<file path="src/rtl/vec_alu_pkg.sv">
// Shared definitions for the vector ALU sequencer.
// Contents: opcode encodings, flag bit positions, sequencer state type,
// and the legal-opcode check used at accept time.
package vec_alu_pkg;

  localparam int unsigned OPW   = 3;
  localparam int unsigned FLAGW = 4;

  localparam logic [OPW-1:0] OP_MUL = 3'b000;
  localparam logic [OPW-1:0] OP_SUB = 3'b001;
  localparam logic [OPW-1:0] OP_ADD = 3'b010;
  localparam logic [OPW-1:0] OP_SET = 3'b111;

  localparam int unsigned FLG_V = 3;
  localparam int unsigned FLG_N = 2;
  localparam int unsigned FLG_Z = 1;
  localparam int unsigned FLG_C = 0;

  typedef enum logic [1:0] {
    ST_IDLE = 2'd0,
    ST_RUN  = 2'd1,
    ST_DONE = 2'd2
  } state_e;

  // True for the four opcodes the lane ALUs implement.
  function automatic logic is_legal_op(input logic [OPW-1:0] op);
    logic legal;
    case (op)
      OP_MUL, OP_SUB, OP_ADD, OP_SET: legal = 1'b1;
      default:                        legal = 1'b0;
    endcase
    return legal;
  endfunction

endpackage

</file>
<file path="src/rtl/vec_alu_sequencer_slicer.sv">
// vec_beat_slicer: selects the LANES-wide operand window of one beat.
// Ports: en (zero all outputs when low), beat (beat index), vec_a/vec_b
// (full source vectors), lane_a/lane_b (per-lane operands), lane_idx
// (global element index per lane).
module vec_beat_slicer
  import vec_alu_pkg::*;
#(
  parameter int unsigned WIDTH = 8,
  parameter int unsigned VLEN  = 8,
  parameter int unsigned LANES = 4,
  parameter int unsigned BEATS = 2,
  parameter int unsigned BW    = 1,
  parameter int unsigned IDXW  = 3
) (
  input  logic                    en,
  input  logic [BW-1:0]           beat,
  input  logic [VLEN*WIDTH-1:0]   vec_a,
  input  logic [VLEN*WIDTH-1:0]   vec_b,
  output logic [LANES*WIDTH-1:0]  lane_a,
  output logic [LANES*WIDTH-1:0]  lane_b,
  output logic [LANES*IDXW-1:0]   lane_idx
);

  localparam int unsigned SLW = LANES * WIDTH;

  // Constant-base window per beat keeps the mux shallow and lint-clean.
  always_comb begin
    lane_a   = '0;
    lane_b   = '0;
    lane_idx = '0;
    if (en) begin
      for (int b = 0; b < int'(BEATS); b++) begin
        if (beat == BW'(b)) begin
          lane_a = vec_a[b*SLW +: SLW];
          lane_b = vec_b[b*SLW +: SLW];
          for (int j = 0; j < int'(LANES); j++) begin
            lane_idx[j*IDXW +: IDXW] = IDXW'(b * int'(LANES) + j);
          end
        end
      end
    end
  end

endmodule

</file>
<file path="src/rtl/vec_alu_sequencer.sv">
// vec_alu_sequencer: runs one VLEN-element vector op over LANES lane ALUs.
// Ports: in_* request side (valid/ready, opcode, scalar flag, vectors,
// scalar c), abort, alu_* lane-array side (registered operands, combinational
// results/flags back), out_* result side (valid/ready, vector, OR of flags,
// illegal-opcode error).
module vec_alu_sequencer
  import vec_alu_pkg::*;
#(
  parameter  int unsigned WIDTH = 8,
  parameter  int unsigned VLEN  = 8,
  parameter  int unsigned LANES = 4,
  localparam int unsigned BEATS = VLEN / LANES,
  localparam int unsigned BW    = (BEATS > 1) ? $clog2(BEATS) : 1,
  localparam int unsigned IDXW  = (VLEN > 1) ? $clog2(VLEN) : 1
) (
  input  logic                    clk,
  input  logic                    rst_n,
  input  logic                    in_valid,
  output logic                    in_ready,
  input  logic [OPW-1:0]          in_opcode,
  input  logic                    in_flag_scalar,
  input  logic [VLEN*WIDTH-1:0]   in_vec_a,
  input  logic [VLEN*WIDTH-1:0]   in_vec_b,
  input  logic [WIDTH-1:0]        in_scalar_c,
  input  logic                    abort,
  output logic                    alu_en,
  output logic [LANES*WIDTH-1:0]  alu_a,
  output logic [LANES*WIDTH-1:0]  alu_b,
  output logic [LANES*WIDTH-1:0]  alu_c,
  output logic [OPW-1:0]          alu_opcode,
  output logic                    alu_flag_scalar,
  output logic [LANES*IDXW-1:0]   alu_instance_num,
  input  logic [LANES*WIDTH-1:0]  alu_result,
  input  logic [LANES*FLAGW-1:0]  alu_flags,
  output logic                    out_valid,
  input  logic                    out_ready,
  output logic [VLEN*WIDTH-1:0]   out_vec,
  output logic [FLAGW-1:0]        out_flags,
  output logic                    out_err
);

  localparam int unsigned VW  = VLEN * WIDTH;
  localparam int unsigned SLW = LANES * WIDTH;

  if ((VLEN % LANES) != 0) begin : g_bad_cfg
    $error("vec_alu_sequencer: VLEN must be a multiple of LANES");
  end

  state_e              state_q, state_d;
  logic [BW-1:0]       beat_q, beat_d;
  logic [OPW-1:0]      op_q, op_d;
  logic                fs_q, fs_d;
  logic [WIDTH-1:0]    c_q, c_d;
  logic [VW-1:0]       vec_a_q, vec_a_d;
  logic [VW-1:0]       vec_b_q, vec_b_d;
  logic [VW-1:0]       out_vec_q, out_vec_d;
  logic [FLAGW-1:0]    out_flags_q, out_flags_d;
  logic                out_err_q, out_err_d;
  logic                in_ready_q, in_ready_d;
  logic                out_valid_q, out_valid_d;
  logic                alu_en_q, alu_en_d;
  logic [SLW-1:0]      alu_a_q, alu_b_q, slice_a, slice_b;
  logic [LANES*IDXW-1:0] alu_idx_q, slice_idx;

  // Next-state, operand latch and result capture.
  always_comb begin
    state_d     = state_q;
    beat_d      = beat_q;
    op_d        = op_q;
    fs_d        = fs_q;
    c_d         = c_q;
    vec_a_d     = vec_a_q;
    vec_b_d     = vec_b_q;
    out_vec_d   = out_vec_q;
    out_flags_d = out_flags_q;
    out_err_d   = out_err_q;

    case (state_q)
      ST_IDLE: begin
        if (in_valid) begin
          op_d        = in_opcode;
          fs_d        = in_flag_scalar;
          c_d         = in_scalar_c;
          vec_a_d     = in_vec_a;
          vec_b_d     = in_vec_b;
          out_vec_d   = '0;
          out_flags_d = '0;
          out_err_d   = 1'b0;
          beat_d      = '0;
          if (is_legal_op(in_opcode)) begin
            state_d = ST_RUN;
          end else begin
            out_err_d = 1'b1;
            state_d   = ST_DONE;
          end
        end
      end
      ST_RUN: begin
        if (abort) begin
          state_d = ST_IDLE;
          beat_d  = '0;
        end else begin
          for (int b = 0; b < int'(BEATS); b++) begin
            if (beat_q == BW'(b)) begin
              out_vec_d[b*SLW +: SLW] = alu_result;
            end
          end
          for (int j = 0; j < int'(LANES); j++) begin
            out_flags_d[FLG_V] = out_flags_d[FLG_V] | alu_flags[j*FLAGW + FLG_V];
            out_flags_d[FLG_N] = out_flags_d[FLG_N] | alu_flags[j*FLAGW + FLG_N];
            out_flags_d[FLG_Z] = out_flags_d[FLG_Z] | alu_flags[j*FLAGW + FLG_Z];
            out_flags_d[FLG_C] = out_flags_d[FLG_C] | alu_flags[j*FLAGW + FLG_C];
          end
          if (beat_q == BW'(BEATS - 1)) begin
            state_d = ST_DONE;
            beat_d  = '0;
          end else begin
            beat_d = BW'(beat_q + BW'(1));
          end
        end
      end
      ST_DONE: begin
        if (abort || out_ready) begin
          state_d = ST_IDLE;
        end
      end
      default: begin
        state_d = ST_IDLE;
      end
    endcase

    in_ready_d  = (state_d == ST_IDLE);
    out_valid_d = (state_d == ST_DONE);
    alu_en_d    = (state_d == ST_RUN);
  end

  // Operands for the upcoming beat are looked up ahead so they can be registered.
  vec_beat_slicer #(
    .WIDTH (WIDTH),
    .VLEN  (VLEN),
    .LANES (LANES),
    .BEATS (BEATS),
    .BW    (BW),
    .IDXW  (IDXW)
  ) u_slicer (
    .en       (alu_en_d),
    .beat     (beat_d),
    .vec_a    (vec_a_d),
    .vec_b    (vec_b_d),
    .lane_a   (slice_a),
    .lane_b   (slice_b),
    .lane_idx (slice_idx)
  );

  // State and output registers.
  always_ff @(posedge clk) begin
    if (!rst_n) begin
      state_q     <= ST_IDLE;
      beat_q      <= '0;
      op_q        <= '0;
      fs_q        <= 1'b0;
      c_q         <= '0;
      vec_a_q     <= '0;
      vec_b_q     <= '0;
      out_vec_q   <= '0;
      out_flags_q <= '0;
      out_err_q   <= 1'b0;
      in_ready_q  <= 1'b1;
      out_valid_q <= 1'b0;
      alu_en_q    <= 1'b0;
      alu_a_q     <= '0;
      alu_b_q     <= '0;
      alu_idx_q   <= '0;
    end else begin
      state_q     <= state_d;
      beat_q      <= beat_d;
      op_q        <= op_d;
      fs_q        <= fs_d;
      c_q         <= c_d;
      vec_a_q     <= vec_a_d;
      vec_b_q     <= vec_b_d;
      out_vec_q   <= out_vec_d;
      out_flags_q <= out_flags_d;
      out_err_q   <= out_err_d;
      in_ready_q  <= in_ready_d;
      out_valid_q <= out_valid_d;
      alu_en_q    <= alu_en_d;
      alu_a_q     <= slice_a;
      alu_b_q     <= slice_b;
      alu_idx_q   <= slice_idx;
    end
  end

  assign in_ready         = in_ready_q;
  assign out_valid        = out_valid_q;
  assign out_vec          = out_vec_q;
  assign out_flags        = out_flags_q;
  assign out_err          = out_err_q;
  assign alu_en           = alu_en_q;
  assign alu_a            = alu_a_q;
  assign alu_b            = alu_b_q;
  assign alu_instance_num = alu_idx_q;
  assign alu_c            = {LANES{c_q}};
  assign alu_opcode       = op_q;
  assign alu_flag_scalar  = fs_q;

endmodule

</file>
<file path="config.mk">
export PLATFORM = sky130hd
export DESIGN_NAME = vec_alu_sequencer
export DESIGN_NICKNAME = d
export VERILOG_FILES = /design/src/rtl/vec_alu_pkg.sv /design/src/rtl/vec_alu_sequencer_slicer.sv /design/src/rtl/vec_alu_sequencer.sv
export SDC_FILE = /design/constraint.sdc
export NUM_CORES = 1
export LEC_CHECK = 0
export CAP_MARGIN = 20
export CORE_MARGIN = 5
export CORE_UTILIZATION = 40
export CTS_CLUSTER_SIZE = 16
export DETAILED_ROUTE_END_ITERATION = 10
export PLACE_DENSITY = 0.72
export SETUP_SLACK_MARGIN = 0.5
export SLEW_MARGIN = 20
export SYNTH_ARGS = -nofsm -noshare
export SYNTH_HDL_FRONTEND = slang
export SYNTH_SLANG_ARGS = --single-unit
</file>
<file path="constraint.sdc">
create_clock -name clk -period 2.5 [get_ports clk]
set_input_delay 0.25 -clock clk [delete_from_list [all_inputs] [get_ports clk]]
set_output_delay 0.25 -clock clk [all_outputs]
set_load 0.02 [all_outputs]
</file>
Yosys cells after proc, flatten, opt, wreduce, memory -nomap -nowiden
Cells that the tools add are included.

Register bits after elaboration: 291. Latch bits: 0. Bits in writable memories: 0. ROM bits: 0. Memories: 0.

Add/subtract/negate cells: 1. $mul: 0. Div/mod/pow operators: 0. Magnitude comparators: 0. Equal/unequal tests: 11. Shifts and indexed selects: 0. Multiplexer cells: 29. Bitwise operators: 16. Reductions and logical operators: 11.

Operators by type and width (count): 64-bit 2-to-1 mux (6); 32-bit 2-to-1 mux (4); 64-bit case mux with 2 select lines (1); 1-bit bitwise OR (16); 12-bit 2-to-1 mux (1); 2-bit 2-to-1 mux (5); 4-bit 2-to-1 mux (2); 2-bit inequality test, second input constant (4); 4-bit case mux with 2 select lines (1); 4-bit AND reduction (2); 1-bit 2-to-1 mux (7); 2-bit case mux with 3 select lines (1); 2-bit by 1-bit == test with 1-bit output, second input constant (2); 2-bit == test, second input constant (2); 2-bit logical NOT (2); 2-bit AND reduction (2); 4-bit OR reduction (1); 3-bit by 1-bit == test with 1-bit output, second input constant (1); 3-bit by 2-bit == test with 1-bit output, second input constant (1); 3-bit == test, second input constant (1); 3-bit logical NOT (1); 3-bit AND reduction (1); 1-bit case mux with 2 select lines (1); 2-bit nonzero test (1); other kinds (2) (2).

Depth between registers and ports, before layout
Gate-level depths: netlist of the first run.

Word-level depth: 10. Mapped depth: 8.

Hierarchy
From an unflattened synthesis of the first run, not the netlist that was laid out.

Cells, all modules: 1109. Area total of the unflattened synthesis: 11860.1 µm².

Modules (own cells, without submodules): vec_alu_sequencer (times used 1, cells an instance 954, area an instance 10585.2 µm²); vec_beat_slicer (times used 1, cells an instance 155, area an instance 1275.0 µm²).

Least setup slack after synthesis of the first run
OpenSTA, ideal clock, no wires.

Path kind: register -> register. Start: register state_q[0]. End: register out_vec_q[10], in the netlist out_vec[10]. Arrival: 1.561 ns. Path slack: 0.823 ns. Cell stages (with the launch flop): 7. Buffers on the path: 2. Clock period less this slack: 1.677 ns. Path through: dfxtp_1 > buf_2 > or3b_1 > a21oi_2 > buf_4 > mux2i_1 > nor2b_1.

Word-level cells in the longest chain between the ends: 3. Elaborated cells on any way between the ends: 8. Classes of those cells: 4 x eq/ne; 1 x mux; 3 x reduce/logical.

Ends and longest elaborated chain: start, declared (line vec_alu_sequencer.sv:49) `state_e state_q, state_d;`; start signal, assigned (line vec_alu_sequencer.sv:175) `state_q <= state_d;`; 2-bit by 1-bit == test with 1-bit output or 2-bit logical NOT (tied branches) (line vec_alu_sequencer.sv:78) `case (state_q)`; 2-bit inequality test (no line) or 2-bit nonzero test (tied branches); 4-bit AND reduction (no line); end signal, assigned (line vec_alu_sequencer.sv:182) `out_vec_q <= out_vec_d;`; end, declared (line vec_alu_sequencer.sv:56) `logic [VW-1:0] out_vec_q, out_vec_d;`.

Parallel ways exist; a longest one is shown, timed or not. A chain may end at the register's enable or synchronous reset.

Worst setup path after layout of the first run
Start: register state_q[1]. End: register alu_b_q[30], in the netlist alu_b[30].

Word-level cells in the longest chain between the ends: 5. Elaborated cells on any way between the ends: 13. Classes of those cells: 3 x eq/ne; 8 x mux; 2 x reduce/logical.

Ends and longest elaborated chain: 2-bit 2-to-1 mux (line vec_alu_sequencer.sv:114) `if (beat_q == BW'(BEATS - 1)) begin`; 2-bit 2-to-1 mux (line vec_alu_sequencer.sv:99) `if (abort) begin`; 2-bit case mux with 3 select lines (line vec_alu_sequencer.sv:78); 2-bit by 1-bit == test with 1-bit output (line vec_alu_sequencer.sv:134) `alu_en_d = (state_d == ST_RUN);`; 2-bit AND reduction (no line); end signal, assigned (line vec_alu_sequencer.sv:189) `alu_b_q <= slice_b;`; end, declared (line vec_alu_sequencer.sv:62) `logic [SLW-1:0] alu_a_q, alu_b_q, slice_a, slice_b;`.

Parallel ways exist; a longest one is shown, timed or not.

==> results.md, run 1 <==
* Status: finished, final reports clean
* Asr flop ratio synth at 0%
* Fin crit period at 1.86 ns
* CP bufs+invs at 2
* Share of layout cells above drive strength 1 at roughly 6.6%
* Hold worst-path end: in_ready$_SDFF_PN1_
* CP Class: register to register
* Largest family of logic cells by synthesized area: simple AND/OR/NAND/NOR gates
* Max Root-Sink Buffers at 3
* #FFs+latches synth at 281
* Leak Pwr at 6.20 nW
* Worst-Margin Slew at 0.803 ns
* Synthesized area at ~11,000 um2
* Chip height at roughly 180 um
* Tot GR Track Use at 18.9%
* Multiplexer share of the synthesized area at 11.5%
* Drt wl/cell at approximately 17 um
* RSZ-0062 raised after global routing: yes
* Top Ports at between 300 and 400
* FF+latch area at about 5600 um2
* CP Depth at 6
* Crit path capture type: register
* Clk_skew at 0.0150 ns
* Ys flop type: dfxtp_1
* Port Buffers at about 370
* FF-to-FF Start: state_q[1]$_SDFF_PN0_
* Post-DRT Antenna Nets at 0
* Worst path cell trace: buf_4 -> o21bai_1 -> a21oi_4 -> buf_12 -> and3b_1 -> a211oi_1
* Slew margin rel. at 46.5%
* Worst VDD drop at about 0.53 mV
* Seq/Total Area, Yosys at 50.5%
* CTS H-tree lvls at 1
* Max Slew Vio Count at 0
* Syn Area/Cell at 10.1 um2
* Highest Clock Rate at approximately 540 MHz
* Num CTS Buffers at 31
* Distinct cells, synth at 31
* Drt total wl at approximately 31,000 um
* Vias at around 8,600
* Fin crit share at around three quarters
* Area grow syn2layout at 44.1%
* Power per Cell Area at ~680 nW/um2
* Setup tns final at 0 ns
* Site Rows at 61
* Hold Path Stages at 3
* Synthesized instance count at 1,108
* Die area at 31,300 um2
* Final Wtd Congestion at 0.789
* R2R cell count at 6
* DRT Pass-1 Iters at 4
* First-pass GRT wire length at just under 50,000 um
* Worst Hold Class: input port to register
* Drt via density at approximately 4.7
* Post-synthesis compound-gate area fraction at about an eighth
* Core ar. at ~28,000 um2
* RR Endpoint: alu_b[30]$_SDFF_PN0_
* GR Overflow Total at 0
* Initial Utilization at 40.3%
* Post-synth EDFFs at 0
* Clk sinks at roughly 280
* Cell family with most CP delay: compound AO/OA/AOI/OAI gates
* Maxcap violations at 0
* Final Hold Viols at 0
* Crit-path slowest cell: dfxtp_1
* Initial drt markers at 246
* Nets at ~1,600
* Worst-path maximum fanout at just over 70
* Clock Latency Late Sink at approximately 0.54 ns
* Setup-failing EPs final at 0
* R2R setup slack at approximately 0.64 ns
* CP required at 2.95 ns
* Fillers at 2,358
* Antenna violations before repair at 1
* Clock slew seen by the registers of the worst setup and hold paths at roughly 0.060 ns
* CP max stage delay at ~0.31 ns
* Largest net degree at the start of global routing at 208
* Crit path launch type: register
* DRC errors left at 0
* Footprint of the multi-input gates at slightly below 5000 um2
* CTS tree: done
* Hold_buf cts at 0
* Vias in the first global route at around 8,900
* Final Core Density at 58.1%
* Xor/xnor share of the synthesized area at 0%
* WP data arrival at 2.31 ns
* Root buf cell: clkbuf_16
* HPWL Detailed at 21,300 um
* Adder-Cell Fraction of Synth Area at 0%
* Hold path startpoint: rst_n
* Synth warnings at 0
* Synth Area in Simple Gates at 20.1%
* Width of the die at around 180 um
-- cell usage after synthesis, types with 2 or more instances --
library cell,number,area share [%]
a211oi_1,40,2.7
a21boi_0,78,5.3
a21o_1,24,1.6
a21oi_1,15,0.67
a21oi_2,17,1.3
and2_1,32,1.8
and3b_1,41,3.2
buf_2,28,1.3
buf_4,41,2.8
buf_6,3,0.30
clkbuf_1,41,1.4
dfxtp_1,281,51
inv_1,3,0.10
mux2i_1,128,12
nand2_1,154,5.2
nand2b_1,25,1.4
nor2_1,6,0.20
nor2b_1,131,7.4
o21a_1,3,0.20
o21ai_0,2,0.090
or3b_1,2,0.16
or4_1,4,0.27
-- worst max-delay path by stage --
stage,from,endpoint,slack (ns)
CTS,state_q[0]$_SDFF_PN0_,alu_a[31]$_SDFF_PN0_,0.53
global route,state_q[0]$_SDFF_PN0_,alu_a[25]$_SDFF_PN0_,0.50
detailed placement,in_valid,alu_a[31]$_SDFF_PN0_,0.03
floorplan,state_q[0]$_SDFF_PN0_,out_vec[10]$_SDFFE_PN0P_,0.82
global placement,in_valid,alu_a[8]$_SDFF_PN0_,0.11
finish,state_q[1]$_SDFF_PN0_,alu_b[30]$_SDFF_PN0_,0.64
-- through the flow --
step / worst slack (ns) / instances / area [um2] / power [mW] / hold WS [ns]
2_1_floorplan: 0.823 / 1111 / 11100 / 5.83 / 0.395
3_3_place_gp: 0.112 / 1765 / 15000 / 6.54 / 0.451
3_5_place_dp: 0.0286 / 1765 / 15000 / 6.57 / 0.461
4_1_cts: 0.531 / 1818 / 16000 / 11.0 / 0.209
5_1_grt: 0.495 / 1821 / 16000 / 11.3 / 0.222
6_report: 0.638 / 1822 / 16000 / 10.9 / 0.215
-- what timing repair did --
item | in CTS | in global routing
pin swaps | 0 | 1
setup buffers | 0 | 1
resized for setup | 1 | 5
cloned | 0 | 1
endpoints found under the setup margin | 68 | 38
-- cell families (layout without fill, tap and decap cells) --
kind of cell           after synthesis  in the layout
DFF                                281            281
other                                1              6
muxes                              128            128
buffers and inverters              117            448
AOI/OAI and AO/OA                  181            181
and+or+nand+nor                    400            400
-- flip-flops by register name (all words and copies together) (netlist names) --
register,flops
alu_opcode,3
beat_q,1
vec_a_q,64
c_q,8
out_vec,64
out_valid,1
alu_a,32
out_flags,4
state_q,2
alu_flag_scalar,1
alu_instance_num,2
vec_b_q,64
in_ready,1
alu_en,1
alu_b,32
out_err,1
-- per-layer routing --
metal | vias to the layer above | track usage [%] | share of wire [%]
met5 | - | 0 | 0
met4 | 0 | 6.00 | 3.2
met3 | 51 | 6.62 | 9.2
met2 | 286 | 32.3 | 47
met1 | 3981 | 22.3 | 41
li1 | 4318 | - | -
-- area by class of cell --
type	instances	area share (%)
Sequential cell	281	35.1
Multi-Input combinational cell	713	30.7
Timing Repair Buffer	392	25.0
Clock buffer	42	5.47
Tap cell	378	2.95
Clock inverter	11	0.678
Inverter	3	0.0702
Antenna cell	2	0.0312
-- tightest hold or removal path: cells and delay by family --
kind                   cells  cell delay (ns)
AO/OA/AOI/OAI              2             0.31
buffers and inverters      1             0.14
-- power by group --
part	switching [mW]	total, mW	leakage (nW)	internal (mW)
clock network	1.75	4.38	0.495	2.63
logic	0.816	1.68	3.41	0.859
registers	0.0852	4.80	2.29	4.71
total	2.65	10.9	6.20	8.20
-- cell usage in the layout (no fill, tap or decap), types with 4 or more instances in the layout --
cell type,instances
buf_12,10
and2_1,32
or4_1,4
nor2_1,6
clkbuf_1,5
nor2b_1,130
mux2i_1,128
a21o_1,24
clkinv_2,8
dfxtp_1,281
nand2b_1,25
clkbuf_16,32
clkbuf_8,6
nand2_1,154
a211oi_1,40
a21boi_0,78
and3b_1,41
a21oi_1,13
buf_4,9
a21oi_2,16
clkdlybuf4s50_1,371
conb_1,4
Power figures use the tool's default switching activity.
==> run 2, diff against run 1 <==
--- a/config.mk
+++ b/config.mk
@@ -10,7 +10,7 @@
 export CORE_UTILIZATION = 40
 export CTS_CLUSTER_SIZE = 16
 export DETAILED_ROUTE_END_ITERATION = 10
-export PLACE_DENSITY = 0.72
+export PLACE_DENSITY = 0.74
 export SETUP_SLACK_MARGIN = 0.5
 export SLEW_MARGIN = 20
 export SYNTH_ARGS = -nofsm -noshare
==> constraint.sdc (replaced) <==
create_clock -name clk -period 1.6 [get_ports clk]
set_input_delay 0.16 -clock clk [delete_from_list [all_inputs] [get_ports clk]]
set_output_delay 0.16 -clock clk [all_outputs]
set_load 0.02 [all_outputs]
==> run 2 against run 1 <==
Compared with the run above:
- register-to-register slack worse by 1.0 ns
- sequential share of layout area down 5.4 points
- largest power group unchanged
- sequential cell count is the same
- sequential power grew 58%
- non-clock buffer count up 127
- setup slack worse by 1.0 ns
- the flow now finishes with violations (negative setup slack)
- largest cell class is now multi-input gates
- critical path type unchanged
- highest routed layer is now met5
- design area is 23% higher
- maximum frequency decreased by 5.2%
==> results.md, run 2 (synthesis results as in run 1) <==
* Final Hold Viols at 0
* Fin crit period at 1.96 ns
* Port Buffers at roughly 370
* Max Used Layer: met5
* Max Slew Vio Count at 0
* CP Class: register to register
* CTS H-tree lvls at 1
* Crit path launch type: register
* Area grow syn2layout at 76.6%
* DRT Pass-1 Iters at 6
* Flop pwr share at about two fifths
* Die area at ~31,000 um2
* Crit path capture type: register
* P_int at approximately 14 mW
* RR Endpoint: alu_a[0]$_SDFF_PN0_
* Final Wtd Congestion at between 0.7 and 0.8
* Finished Cell Area at 19,700 um2
* Nets at about 1,700
* Drt wl/cell at 19.9 um
* Met2 routed WL at 20,300 um
* Chip height at ~180 um
* RSZ-0062 raised after global routing: yes
* Final WS setup at -0.364 ns
* Vias at ~9,600
* CP required at 2.02 ns
* First-pass GRT wire length at about 55,000 um
* Hold Slack at about 0.035 ns
* Total power at ~19 mW
* Top Ports at 377
* FF-to-FF Start: state_q[0]$_SDFF_PN0_
* Antenna violations before repair at 6
* Max Root-Sink Buffers at 3
* Switching power at 4.84 mW
* Most frequent cells in the layout: 195 x buf_6, 191 x clkdlybuf4s50_1, 139 x dfxtp_2, 131 x dfxtp_1, 128 x nor2b_1
* CTS tree: done
* R2R setup slack at -0.36 ns
* Clk_skew at 0.00813 ns
* Core ar. at 27,600 um2
* Initial Utilization at 40.3%
* GR Overflow Total at 0
* Violations in the final reports: negative setup slack
* Met1 WL at approximately 14,000 um
* Setup Slack @ Placement at -0.573 ns
* Routed wl met3 at 3120 um
* CP endpoint: alu_a[0]$_SDFF_PN0_
* Worst-Margin Slew at between 0.7 and 0.8 ns
* Worst-path maximum fanout at 6
* Slew margin rel. at around half
* DRC errors left at 0
* Power per Cell Area at ~960 nW/um2
* Maxcap violations at 0
* Drt total wl at roughly 39,000 um
* Switch share at about a quarter
* Fin crit share at 123%
* Commonest non-fill, non-tap cell in the layout: buf_6
* R2R cell count at 9
* Leak Pwr at approximately 8.0 nW
* Root buf cell: clkbuf_16
* Vias in the first global route at ~10,000
* Highest Clock Rate at slightly above 500 MHz
* Largest net degree at the start of global routing at 208
* Clock Latency Late Sink at 0.54 ns
* Num CTS Buffers at 30
* Drt via density at approximately 4.9
* Placed Area at about 15,000 um2
* Tot GR Track Use at between 20% and 30%
* Initial drt markers at 515
* Clock slew seen by the registers of the worst setup and hold paths at ~0.060 ns
* Logic pwr share at approximately 23%
* Share of layout cells above drive strength 1 at between 40% and 50%
* Post-DRT Antenna Nets at 0
* HPWL Detailed at approximately 22,000 um
* Worst Hold Class: input port to register
* CP Launch Point: state_q[0]$_SDFF_PN0_
* Site Rows at 61
* Worst VDD drop at approximately 0.91 mV
* Final Core Density at 71.2%
* Width of the die at between 150 and 200 um
* Status: complete, but fails checks
* Clk sinks at 281
* WP data arrival at between 2 and 2.5 ns
* Setup-failing EPs final at 215
* Clk pwr share at between 30 and 40%
run 2: what timing repair did:
action                      CTS  global route
buffers inserted             38            13
hold buffers                  0             0
cloned                       18            10
setup endpoints to repair   461           461
pin swaps                    36            41
gates resized for setup    1451           178
run 2: how the worst min path moves through the flow:
stage,slack [ns],to,start,depth (start not counted)
3_3_place_gp,0.45,out_flags[3]$_SDFFE_PN0P_,out_flags[3]$_SDFFE_PN0P_,2
5_1_grt,0.02,in_ready$_SDFF_PN1_,rst_n,3
2_1_floorplan,0.30,alu_flag_scalar$_SDFFE_PN0P_,in_flag_scalar,2
4_1_cts,0.01,in_ready$_SDFF_PN1_,rst_n,3
3_5_place_dp,0.46,alu_opcode[1]$_SDFFE_PN0P_,alu_opcode[1]$_SDFFE_PN0P_,2
6_report,0.04,in_ready$_SDFF_PN1_,rst_n,3
run 2: power by group through the flow:
stage	Clock (mW)	Combinational (mW)	Sequential [mW]
floorplan	0	1.41	7.77
global placement	0	2.77	7.63
detailed placement	0	2.80	7.64
CTS	7.19	3.69	7.57
global route	7.51	4.51	7.63
finish	7.07	4.30	7.60
run 2: final cells by class:
class                      instances  area [um2]
fill                            1885        7960
multi-input combinational        713        6240
timing repair buffer             519        6080
sequential                       281        5840
clock buffer                      45         888
tap                              378         473
clock inverter                    11         130
inverter                           3        11.3
antenna                            1        2.50
run 2: per-layer routing:
metal | vias to the layer above | global-route usage (%)
met2 | 341 | 39.3
met1 | 4623 | 25.2
met5 | - | 0
li1 | 4595 | -
met3 | 74 | 7.22
met4 | 8 | 6.67
run 2: critical path, cell delays in order, from the launching register on:
cell and delay, ns:
dfxtp_4 0.36, buf_6 0.12, nor3b_4 0.22, buf_6 0.17
buf_8 0.14, buf_6 0.13, buf_12 0.13, nand2_1 0.09
and3b_1 0.17, a211oi_1 0.29
run 2: metrics by stage:
step / instances / setup TNS (ns)
2_1_floorplan: 1111 / 0
3_3_place_gp: 1815 / -72.58
3_5_place_dp: 1815 / -87.58
4_1_cts: 1927 / -9.05
5_1_grt: 1951 / -48.83
6_report: 1951 / -31.58
==> run 3, diff against run 2 <==
--- a/config.mk
+++ b/config.mk
@@ -6,10 +6,12 @@
 export NUM_CORES = 1
 export LEC_CHECK = 0
 export CAP_MARGIN = 20
+export CORE_ASPECT_RATIO = 0.75
 export CORE_MARGIN = 5
 export CORE_UTILIZATION = 40
 export CTS_CLUSTER_SIZE = 16
 export DETAILED_ROUTE_END_ITERATION = 10
+export MAX_ROUTING_LAYER = met4
 export PLACE_DENSITY = 0.74
 export SETUP_SLACK_MARGIN = 0.5
 export SLEW_MARGIN = 20
==> run 3 against run 2 <==
Compared with the run above:
- the flow still finishes with violations (negative setup slack)
- largest power group unchanged
- design area down 6.2%
- critical path type unchanged
- worst hold slack gained 0.050 ns
- routed wire length shrank 7.3%
==> results.md, run 3 (synthesis results as in run 1) <==
* Status: complete, but fails checks
* Violations in the final reports: negative setup slack
* Area grow syn2layout at 65.6%
* Num CTS Buffers at 29
* Worst-Margin Slew at 0.976 ns
* Commonest non-fill, non-tap cell in the layout: clkdlybuf4s50_1
* Crit path launch type: register
* Crit path capture type: register
* Clk_skew at 0.0108 ns
* Fin crit period at 1.75 ns
* Switch share at between 20% and 30%
* Port Buffers at ~370
* Highest Clock Rate at roughly 570 MHz
* Core ar. at roughly 27,000 um2
* Worst VDD drop at about 0.76 mV
* Post-DRT Antenna Nets at 0
* Site Rows at between 50 and 60
* Chip height at 155 um
* DRT Pass-1 Iters at 4
* Worst-path maximum fanout at 7
* CTS H-tree lvls at 1
* Setup tns final at -7.88 ns
* P_int at 13.7 mW
* RSZ-0062 raised after global routing: yes
* Width of the die at between 200 and 250 um
* Drt via density at just under 5
* Worst Hold Class: input port to register
* Most frequent cells in the layout: 191 x clkdlybuf4s50_1, 171 x buf_6, 142 x nand2_1, 141 x dfxtp_2, 132 x dfxtp_1
* Nets at 1,703
* CP required at around 2.0 ns
* Vias at 9,281
* HPWL Detailed at approximately 23,000 um
* Initial Utilization at between 40% and 50%
* Tot GR Track Use at a little over a fifth
* Logic pwr share at between 20 and 25%
* Drt wl/cell at 19.2 um
* Die area at 31,300 um2
* Final Hold Viols at 0
* Crit-path slowest cell: dfxtp_2
* Final Wtd Congestion at slightly below 0.8
* CTS tree: done
* Power per Cell Area at 993 nW/um2
* Largest net degree at the start of global routing at 208
* Total power at 18.3 mW
* Flop pwr share at between 40 and 50%
* Initial drt markers at 362
* Setup Slack @ Placement at -0.462 ns
* Worst path cell trace: buf_6 -> nor3b_4 -> buf_8 -> buf_6 -> buf_12 -> buf_16 -> mux2i_4 -> a211oi_2
* CP bufs+invs at 5
* GR Overflow Total at 0
* Clk pwr share at 38.5%
* Fin crit share at 110%
* Hold_buf cts at 0
* Vias in the first global route at ~9,500
* Setup-failing EPs final at around 130
* CP max stage delay at 0.34 ns
* Final WS setup at -0.153 ns
* Clock slew seen by the registers of the worst setup and hold paths at around 0.060 ns
* Drt total wl at 36,100 um
* Max Root-Sink Buffers at 3
* Root buf cell: clkbuf_16
* Max Slew Vio Count at 0
* WP data arrival at 2.17 ns
* CP most frequent cell: buf_6
* Switching power at around 4.6 mW
* DRC errors left at 0
* Clk sinks at approximately 280
* CP Class: register to register
* Leak Pwr at 7.48 nW
* Antenna violations before repair at 2
* Share of layout cells above drive strength 1 at 39.7%
* Maxcap violations at 0
* Cell family with most CP delay: buffers and inverters
* Clock Latency Late Sink at 0.54 ns
* Slew margin rel. at between 30% and 40%
* Top Ports at between 300 and 400
* First-pass GRT wire length at 53,300 um
==> run 3: worst reg2reg max path, delay by kind of cell, from the launching register on <==
| family | cells | cell delay [ns] |
|---|---|---|
| buffers and inverters | 5 | 0.66 |
| DFF | 1 | 0.34 |
| muxes | 1 | 0.27 |
| and+or+nand+nor | 1 | 0.25 |
| AOI/OAI and AO/OA | 1 | 0.11 |
==> run 3: timing repair <==
action	CTS	global route
cloned	11	8
endpoints found under the setup margin	461	461
pin swaps	16	15
resized for setup	1335	82
setup buffers	21	6
==> run 3: path summary, 6_finish.rpt <==
check,startpoint,end,slack [ns],depth (start not counted)
max,state_q[0]$_SDFF_PN0_,alu_a[8]$_SDFF_PN0_,-0.15,8
min,rst_n,state_q[1]$_SDFF_PN0_,0.09,3
max reg2reg,state_q[0]$_SDFF_PN0_,alu_a[8]$_SDFF_PN0_,-0.15,8
min reg2reg,vec_b_q[58]$_SDFF_PN0_,vec_b_q[58]$_SDFF_PN0_,0.46,2
==> run 3: metal layers <==
metal / up-vias / GRT usage (%) / part of all wire (%) / wire [um]
met5: - / - / 0 / 0
met4: 0 / 5.04 / 2.6 / 948
met3: 62 / 6.03 / 7.1 / 2550
met2: 294 / 35.9 / 48 / 17300
met1: 4429 / 26.4 / 42 / 15200
li1: 4496 / - / - / -
==> run 3: metrics by stage <==
step,util [%],std cells,area (um2),hold WS [ns]
3_5_place_dp,56.8,1784,15400,0.458
3_3_place_gp,56.8,1784,15400,0.451
5_1_grt,67.8,1883,18400,0.0779
4_1_cts,65.5,1867,17800,0.0631
6_report,67.8,1883,18400,0.0859
2_1_floorplan,-,1111,11300,0.305
==> run 3: final cells by class <==
class                   instances  area [um2]
flip-flops and latches        281        5830
clock buffers                  39         823
repair buffers                482        5480
well taps                     351         439
clock inverters                12         178
inverters                       3        11.3
fillers                      1973        8750
diodes                          2        5.00
multi-input cells             713        5680
==> run 3: power groups by stage <==
stage	clock network, mW	registers (mW)	logic, mW
global route	7.52	7.61	3.90
floorplan	0	7.77	1.41
CTS	7.21	7.56	3.38
detailed placement	0	7.64	2.81
finish	7.06	7.58	3.68
global placement	0	7.63	2.78
